**src/rtl/cpu_io_pkg.sv**
```systemverilog
// Shared defaults, serializer state encoding and byte-lane helper for the CPU output streamer.
package cpu_io_pkg;

  localparam int DATAWIDTH_DEF = 25;
  localparam int DEPTH_DEF     = 8;
  localparam int SHIFT_W       = 32;

  typedef enum logic [0:0] {
    IDLE = 1'b0,
    SEND = 1'b1
  } ser_state_e;

  // Lane 0 is the most significant byte, so bytes leave MSB first.
  function automatic logic [7:0] pick_byte(input logic [SHIFT_W-1:0] word,
                                           input logic [1:0]         idx);
    logic [7:0] b;
    case (idx)
      2'd0:    b = word[31:24];
      2'd1:    b = word[23:16];
      2'd2:    b = word[15:8];
      default: b = word[7:0];
    endcase
    return b;
  endfunction

endpackage

```
**src/rtl/io_fifo.sv**
```systemverilog
// Synchronous word FIFO: write and read at the same edge, head visible combinationally.
// A push while full only lands when a pop frees the slot at that edge.
module io_fifo #(
  parameter int WIDTH = 25,
  parameter int DEPTH = 8,
  localparam int AW   = $clog2(DEPTH),
  localparam int CW   = AW + 1
) (
  input  logic             clock,
  input  logic             reset,
  input  logic             push,
  input  logic [WIDTH-1:0] wr_data,
  input  logic             pop,
  output logic [WIDTH-1:0] rd_data,
  output logic             full,
  output logic             empty,
  output logic [CW-1:0]    count
);

  logic [WIDTH-1:0] mem_q [DEPTH];
  logic [AW-1:0]    wr_ptr_q, wr_ptr_d;
  logic [AW-1:0]    rd_ptr_q, rd_ptr_d;
  logic [CW-1:0]    count_q, count_d;
  logic             wr_en, rd_en;

  assign full    = (count_q == CW'(DEPTH));
  assign empty   = (count_q == '0);
  assign count   = count_q;
  assign rd_data = mem_q[rd_ptr_q];

  assign rd_en = pop && !empty;
  assign wr_en = push && !reset && (!full || rd_en);

  // DEPTH is a power of two, so the pointers wrap by natural overflow.
  always_comb begin
    wr_ptr_d = wr_ptr_q;
    rd_ptr_d = rd_ptr_q;
    count_d  = count_q;
    if (wr_en) wr_ptr_d = wr_ptr_q + AW'(1);
    if (rd_en) rd_ptr_d = rd_ptr_q + AW'(1);
    case ({wr_en, rd_en})
      2'b10:   count_d = count_q + CW'(1);
      2'b01:   count_d = count_q - CW'(1);
      default: count_d = count_q;
    endcase
  end

  always_ff @(posedge clock) begin
    if (reset) begin
      wr_ptr_q <= '0;
      rd_ptr_q <= '0;
      count_q  <= '0;
    end else begin
      wr_ptr_q <= wr_ptr_d;
      rd_ptr_q <= rd_ptr_d;
      count_q  <= count_d;
    end
  end

  always_ff @(posedge clock) begin
    if (wr_en) mem_q[wr_ptr_q] <= wr_data;
  end

endmodule

```
**src/rtl/cpu_output_streamer.sv**
```systemverilog
// Buffers CPU result words and streams each one as four MSB-first bytes on a valid/ready port.
// First byte is valid one edge after the capturing edge; byteValid is registered, ready only advances it.
module cpu_output_streamer
  import cpu_io_pkg::*;
#(
  parameter int DATAWIDTH = DATAWIDTH_DEF,
  parameter int DEPTH     = DEPTH_DEF
) (
  input  logic                   clock,
  input  logic                   reset,
  input  logic                   outFlagIOE,
  input  logic [DATAWIDTH-1:0]   out,
  output logic [7:0]             byteData,
  output logic                   byteValid,
  input  logic                   byteReady,
  output logic                   fifoFull,
  output logic                   fifoEmpty,
  output logic [$clog2(DEPTH):0] wordCount,
  output logic                   overflow
);

  ser_state_e           state_q, state_d;
  logic [1:0]           idx_q, idx_d;
  logic [SHIFT_W-1:0]   shift_q, shift_d;
  logic                 ovf_q, ovf_d;
  logic [DATAWIDTH-1:0] head_word;
  logic                 fire, last_byte, pop, drop;

  io_fifo #(
    .WIDTH (DATAWIDTH),
    .DEPTH (DEPTH)
  ) u_fifo (
    .clock   (clock),
    .reset   (reset),
    .push    (outFlagIOE),
    .wr_data (out),
    .pop     (pop),
    .rd_data (head_word),
    .full    (fifoFull),
    .empty   (fifoEmpty),
    .count   (wordCount)
  );

  assign fire      = (state_q == SEND) && byteReady;
  assign last_byte = fire && (idx_q == 2'd3);
  // Reload straight after the last byte so back-to-back words leave no bubble.
  assign pop       = !fifoEmpty && ((state_q == IDLE) || last_byte);
  assign drop      = outFlagIOE && fifoFull && !pop;

  always_comb begin
    state_d = state_q;
    idx_d   = idx_q;
    shift_d = shift_q;
    ovf_d   = ovf_q | drop;
    if (pop) begin
      shift_d = SHIFT_W'(head_word);
      idx_d   = 2'd0;
      state_d = SEND;
    end else if (last_byte) begin
      idx_d   = 2'd0;
      state_d = IDLE;
    end else if (fire) begin
      idx_d   = idx_q + 2'd1;
    end
  end

  always_ff @(posedge clock) begin
    if (reset) begin
      state_q <= IDLE;
      idx_q   <= 2'd0;
      shift_q <= '0;
      ovf_q   <= 1'b0;
    end else begin
      state_q <= state_d;
      idx_q   <= idx_d;
      shift_q <= shift_d;
      ovf_q   <= ovf_d;
    end
  end

  assign byteValid = (state_q == SEND);
  assign byteData  = pick_byte(shift_q, idx_q);
  assign overflow  = ovf_q;

endmodule

```
**config.mk**
```make
export PLATFORM = sky130hd
export DESIGN_NAME = cpu_output_streamer
export DESIGN_NICKNAME = d
export VERILOG_FILES = /design/src/rtl/cpu_io_pkg.sv /design/src/rtl/io_fifo.sv /design/src/rtl/cpu_output_streamer.sv
export SDC_FILE = /design/constraint.sdc
export NUM_CORES = 1
export LEC_CHECK = 0
export CAP_MARGIN = 5
export CORE_MARGIN = 1
export CORE_UTILIZATION = 55
export CTS_BUF_LIST = sky130_fd_sc_hd__clkbuf_2 sky130_fd_sc_hd__clkbuf_4 sky130_fd_sc_hd__clkbuf_8
export DETAILED_ROUTE_END_ITERATION = 6
export PLACE_DENSITY = 0.74
export SLEW_MARGIN = 20
export SYNTH_ARGS = -nofsm -noshare
export SYNTH_HDL_FRONTEND = slang
export SYNTH_SLANG_ARGS = --single-unit
```
**constraint.sdc**
```tcl
create_clock -name clock -period 5.9 [get_ports clock]
set_input_delay 0.885 -clock clock [delete_from_list [all_inputs] [get_ports clock]]
set_output_delay 0.885 -clock clock [all_outputs]
set_load 0.01 [all_outputs]
```
==> impl_metrics.tcl, run 1 <==
set metrics [dict create \
    hold_viol_final 0 \
    drc_errors 0 \
    cpPeakStageDelay_ps 500 \
    use_met3 0.0421 \
    initial_core_util 0.565 \
    leakagePower_nw 3.60 \
    cts_buffer_depth 3 \
    critical_path.max_fanout 8 \
    cts.sinks 239 \
    core_mm2 0.0166 \
    synth_area_leaders "edfxtp_1, mux4_1, dfxtp_1" \
    cts-root-buf "clkbuf_8" \
    viasPerCell 5.87 \
    grt_max_degree 53 \
    worst-path-buf-inv 2 \
    synth_top_area_frac 0.639 \
    max_slew_margin 0.390 \
    status "completed" \
    grt_pass1_wl_mm 27.7 \
    maxCapViolCount 0 \
    area_growth_pct 15.6 \
    fin_setup_tns_ps 0 \
    critPathTopFamily "buffers and inverters" \
    drtAntennaViolNets 0 \
    htree_levels 2 \
    grt.overflow.total 0 \
    hold_buffers 0 \
    synth_nets 508 \
    syn_area_mm2 0.00941 \
    clock-skew-final_ps 13.4 \
    syn_inst 468 \
    synth_ff_type "edfxtp_1" \
    place_congestion 0.731 \
    period_share 0.567 \
    fp.dieArea_mm2 0.0176 \
    seq_area_frac_synth 0.722 \
    yosys-top-cells-count "edfxtp_1, mux4_1, dfxtp_1, a22o_1, mux2_2" \
    critPathKind "reg -> out" \
    pin_count 45 \
    antenna_found_initial 0 \
    synth-edff-count 200 \
    cts_setup_buffers 0 \
    grtUsageMet1 0.287 \
    top_usage_layer "met2" \
    p_per_area_mw_per_mm2 393 \
    yosysMostFrequentCell "edfxtp_1" \
    drive_gt1_frac 0.225 \
    nNetsFinal 581 \
    first_pass_iters 5 \
    fp.dieW_um 133 \
    io_buffers 44 \
    synth_top_area_cell "edfxtp_1" \
    register_area_mm2 0.00679 \
    antennaDiodeCount 0 \
    grt_setup_unrepaired "false" \
    cts_tree "done" \
    synth_cell_types 40 \
    drt_iter0_drc 323 \
    fillCellCount 1122 \
    setup_viol 0 \
    detail_route.wl_per_cell_um 22.4 \
    multi_input_area_mm2 0.00247 \
    die_h_um 133 \
    ys_seq_elements 239 \
    finalCriticalPeriod_ps 3350 \
    synthArstFlopShare 0 \
    post_synth.cell_area_avg_um2 20.1 \
    cts_inserted_buffers 38 \
    dpl_worst_slack_ps 2080 \
    grtUsageMet2 0.348 \
    grt_pass1_vias 4865 \
    crit_path_end_kind "output pin" \
    drt-total-wl_mm 17.7 \
    peakVddDrop_v 0.000228 \
    vias 4634 \
    start_kind "register" \
    required_ps 5020 \
    fmaxAchievable_ghz 0.299 \
    setup_ws_ps 2550 \
    tightest_slew_ps 915 \
    yosys_warnings 0 \
    cp_cell_sequence "inv_1 > ha_1 > a222oi_1 > mux2i_1 > clkdlybuf4s50_1" \
    hp-class "reg -> reg" \
    cp_slowest_cell "clkdlybuf4s50_1" \
    post-dp-hpwl_mm 10.3 \
    final-max-slew-violation-count 0 \
    clk_latency_ps 520 \
    arrival_ps 2460 \
    gr-usage-all-layers 0.213 \
    rows 47 \
    clk_pin_slew_ps 60 \
    cts_resized 0 \
]
-- per-layer routing --
| metal | up-vias | wire length [um] |
|---|---|---|
| li1 | 2096 | - |
| met4 | 0 | 325 |
| met1 | 2361 | 7760 |
| met2 | 151 | 8630 |
| met5 | - | 0 |
| met3 | 26 | 980 |
-- cells by family after synthesis --
family	share of synthesized area
adder cells (fa/ha/maj)	0.0154
AND/OR/NAND/NOR	0.0267
multiplexers	0.168
AO/OA/AOI/OAI	0.0432
buffers and inverters	0.0202
flip-flops	0.722
XOR/XNOR	0.00466
-- sequential cells by signal, summed over array words and instances (netlist names) --
register and flops:
byteValid 1, idx_q 2, overflow 1, shift_q 25, u_fifo.count 4, u_fifo.mem_q 200, u_fifo.rd_ptr_q 3, u_fifo.wr_ptr_q 3
-- worst reg2reg max path: stages (launching register included) --
cell,delay [ps]
dfxtp_1,360
ha_1,260
a21boi_1,460
nor2_1,270
ha_1,300
ha_1,320
a21oi_1,180
a21oi_1,100
or4_1,480
a21oi_1,160
-- power breakdown --
| part | switching, mW | internal, mW | total [mW] | leakage, nW |
|---|---|---|---|---|
| sequential | 0.0958 | 1.97 | 2.06 | 2.13 |
| combinational | 0.422 | 0.435 | 0.857 | 1.07 |
| clock | 0.615 | 0.735 | 1.35 | 0.402 |
| total | 1.13 | 3.14 | 4.27 | 3.60 |
-- through the flow --
stage	power [mW]	area [um^2]	hold slack, ps	std cells	utilization
after floorplan	2.71	9410	448	468	-
after global placement	2.93	10100	447	721	0.609
after detailed placement	2.96	10100	462	721	0.609
after CTS	4.31	10900	477	789	0.653
after global routing	4.45	10900	503	789	0.653
final	4.27	10900	475	789	0.653
-- path summary, 6_finish.rpt --
path | slack, ps | from | to | depth (start not counted)
worst max-delay path | 2550 | idx_q[0] | byteData[0] | 5
worst min-delay path | 480 | overflow | overflow | 2
worst max register to register | 2920 | idx_q[0] | u_fifo.count[3] | 9
worst min register to register | 480 | overflow | overflow | 2
-- layout by cell type (no fill, tap or decap), types with 2 or more instances in the layout --
master and count:
a22o_1 25, mux4_1 41, clkinv_1 6, clkbuf_4 8, clkinv_2 9, mux4_2 9
dfxtp_1 36, nor3b_1 2, inv_1 9, mux2i_1 2, o21ai_0 10, nand2_1 11
nor3_1 2, xor2_1 2, edfxtp_1 200, ha_1 10, nor3b_2 2, clkdlybuf4s50_1 44
nor4b_2 3, dfxtp_2 3, nor3_2 3, nor2_1 11, buf_4 15, a21oi_1 9
clkbuf_8 44, mux2_2 25, xnor2_1 3, a22oi_1 7
-- cell type report --
cell class	instances	area share
inverters	10	0.00345
clock buffers	52	0.0612
flip-flops and latches	239	0.625
clock inverters	16	0.00702
multi-input cells	193	0.228
repair buffers	59	0.0509
well taps	220	0.0253
No activity file was read; power rests on OpenSTA's default activity.
==> run 2, diff against run 1 <==
--- a/config.mk
+++ b/config.mk
@@ -10,7 +10,7 @@
 export CORE_UTILIZATION = 55
 export CTS_BUF_LIST = sky130_fd_sc_hd__clkbuf_2 sky130_fd_sc_hd__clkbuf_4 sky130_fd_sc_hd__clkbuf_8
 export DETAILED_ROUTE_END_ITERATION = 6
-export PLACE_DENSITY = 0.74
+export PLACE_DENSITY = 0.77
 export SLEW_MARGIN = 20
 export SYNTH_ARGS = -nofsm -noshare
 export SYNTH_HDL_FRONTEND = slang
==> constraint.sdc (replaced) <==
create_clock -name clock -period 3.06 [get_ports clock]
set_input_delay 0.459 -clock clock [delete_from_list [all_inputs] [get_ports clock]]
set_output_delay 0.459 -clock clock [all_outputs]
set_load 0.01 [all_outputs]
==> impl_metrics.tcl, run 2 (synthesis gave the netlist of run 1 again) <==
set metrics [dict create \
    status "completed" \
    initial_core_util 0.565 \
    cts-root-buf "clkbuf_8" \
    grtUsageMet2 0.344 \
    p_per_area_mw_per_mm2 764 \
    area_growth_pct 17.4 \
    arrival_ps 2430 \
    viasPerCell 5.88 \
    required_ps 2600 \
    final_common_cell "edfxtp_1" \
    use_met3 0.0345 \
    cts.sinks 239 \
    fp.dieArea_mm2 0.0176 \
    pin_count 45 \
    period_share 0.945 \
    largest_register_ffs 200 \
    leakagePower_nw 3.67 \
    maxCapViolCount 0 \
    fmaxAchievable_ghz 0.346 \
    core_mm2 0.0166 \
    drt-total-wl_mm 17.8 \
    fin_setup_tns_ps 0 \
    fp.dieW_um 133 \
    die_h_um 133 \
    cts_buffer_depth 3 \
    max_slew_margin 0.566 \
    critPathKind "reg -> out" \
    top_usage_layer "met2" \
    hold_viol_final 0 \
    grt_pass1_wl_mm 27.6 \
    detail_route.wl_per_cell_um 22.2 \
    grt_setup_unrepaired "false" \
    antennaDiodeCount 0 \
    setup_viol 0 \
    mostFrequentLayoutCells "edfxtp_1, clkdlybuf4s50_1, mux4_1" \
    post-dp-hpwl_mm 10.4 \
    crit_path_end_kind "output pin" \
    drc_errors 0 \
    grt_pass1_vias 4866 \
    tightest_slew_ps 650 \
    rows 47 \
    cts_setup_buffers 0 \
    first_pass_iters 6 \
    cp_cell_sequence "inv_1 > ha_1 > a222oi_1 > mux2i_1 > clkdlybuf4s50_1" \
    cp_slowest_cell "clkdlybuf4s50_1" \
    htree_levels 2 \
    clk_latency_ps 530 \
    finalCriticalPeriod_ps 2890 \
    cts_inserted_buffers 38 \
    place_congestion 0.733 \
    drt_iter0_drc 374 \
    cts_resized 0 \
    critPathTopFamily "buffers and inverters" \
    start_kind "register" \
    grtUsageMet1 0.300 \
    drtAntennaViolNets 0 \
    worst-path-buf-inv 2 \
    cts_tree "done" \
    vias 4723 \
    final-max-slew-violation-count 0 \
    peakVddDrop_v 0.000446 \
    io_buffers 44 \
    grt.overflow.total 0 \
    cpPeakStageDelay_ps 510 \
    antenna_found_initial 0 \
    grt_max_degree 29 \
    clock-skew-final_ps 19.4 \
    hold_buffers 0 \
    utilization 0.663 \
    nNetsFinal 593 \
    critical_path.max_fanout 8 \
    clk_pin_slew_ps 60 \
    drive_gt1_frac 0.237 \
    hp-class "reg -> reg" \
    top_register "u_fifo.mem_q" \
    gr-usage-all-layers 0.212 \
]
run 2: cell count changes in the layout (fill, tap and decap cells not counted), moves of 2 or more:
cell,before,now
buf_4,15,27
bufinv_16,0,2
clkbuf_4,8,14
clkbuf_8,44,39
clkinv_1,6,9
clkinv_2,9,4
nor3b_2,2,0
nor3b_4,0,2
nor4b_2,3,1
nor4b_4,0,2
run 2: path summary, 6_finish.rpt:
kind / slack [ps] / cells past startpoint / end / startpoint
max: 170 / 5 / byteData[0] / idx_q[0]
min: 480 / 1 / shift_q[4] / shift_q[4]
max reg2reg: 490 / 9 / u_fifo.count[3] / idx_q[0]
min reg2reg: 480 / 1 / shift_q[4] / shift_q[4]
run 2: metal layers:
metal | vias up | part of all wire
li1 | 2127 | -
met4 | 0 | 0.016
met2 | 131 | 0.50
met5 | - | 0
met3 | 30 | 0.045
met1 | 2435 | 0.44
run 2: report_power, final:
part	internal, mW	total (mW)	leakage (nW)	switching (mW)
logic	0.881	1.72	1.13	0.836
clock network	1.54	2.73	0.409	1.19
registers	3.79	3.99	2.13	0.194
run 2: layout make-up:
type                    count  area [um^2]
multi-input cells         193         2520
fillers                  1081         5600
clock inverters            17          133
repair buffers             71          643
well taps                 220          275
clock buffers              53          642
flip-flops and latches    239         6790
inverters                  10         37.5
run 2: stage by stage:
step           hold slack, ps  setup WS (ps)  cell area (um^2)  instances  power [mW]
3_5_place_dp              464            222             10300        733        5.77
4_1_cts                   483            152             11000        803        8.51
6_report                  483            168             11000        803        8.43
5_1_grt                   492           47.6             11000        803        8.81
3_3_place_gp              452            287             10300        733        5.70
2_1_floorplan             448           -243              9440        468        5.23
run 2: worst reg2reg max path, cell delays in order (launching register included):
cell      delay (ps)
dfxtp_1          360
ha_1             250
a21boi_1         280
nor2_1           110
ha_1             260
ha_1             330
a21oi_1          180
a21oi_1          100
or4_1            490
a21oi_1          150
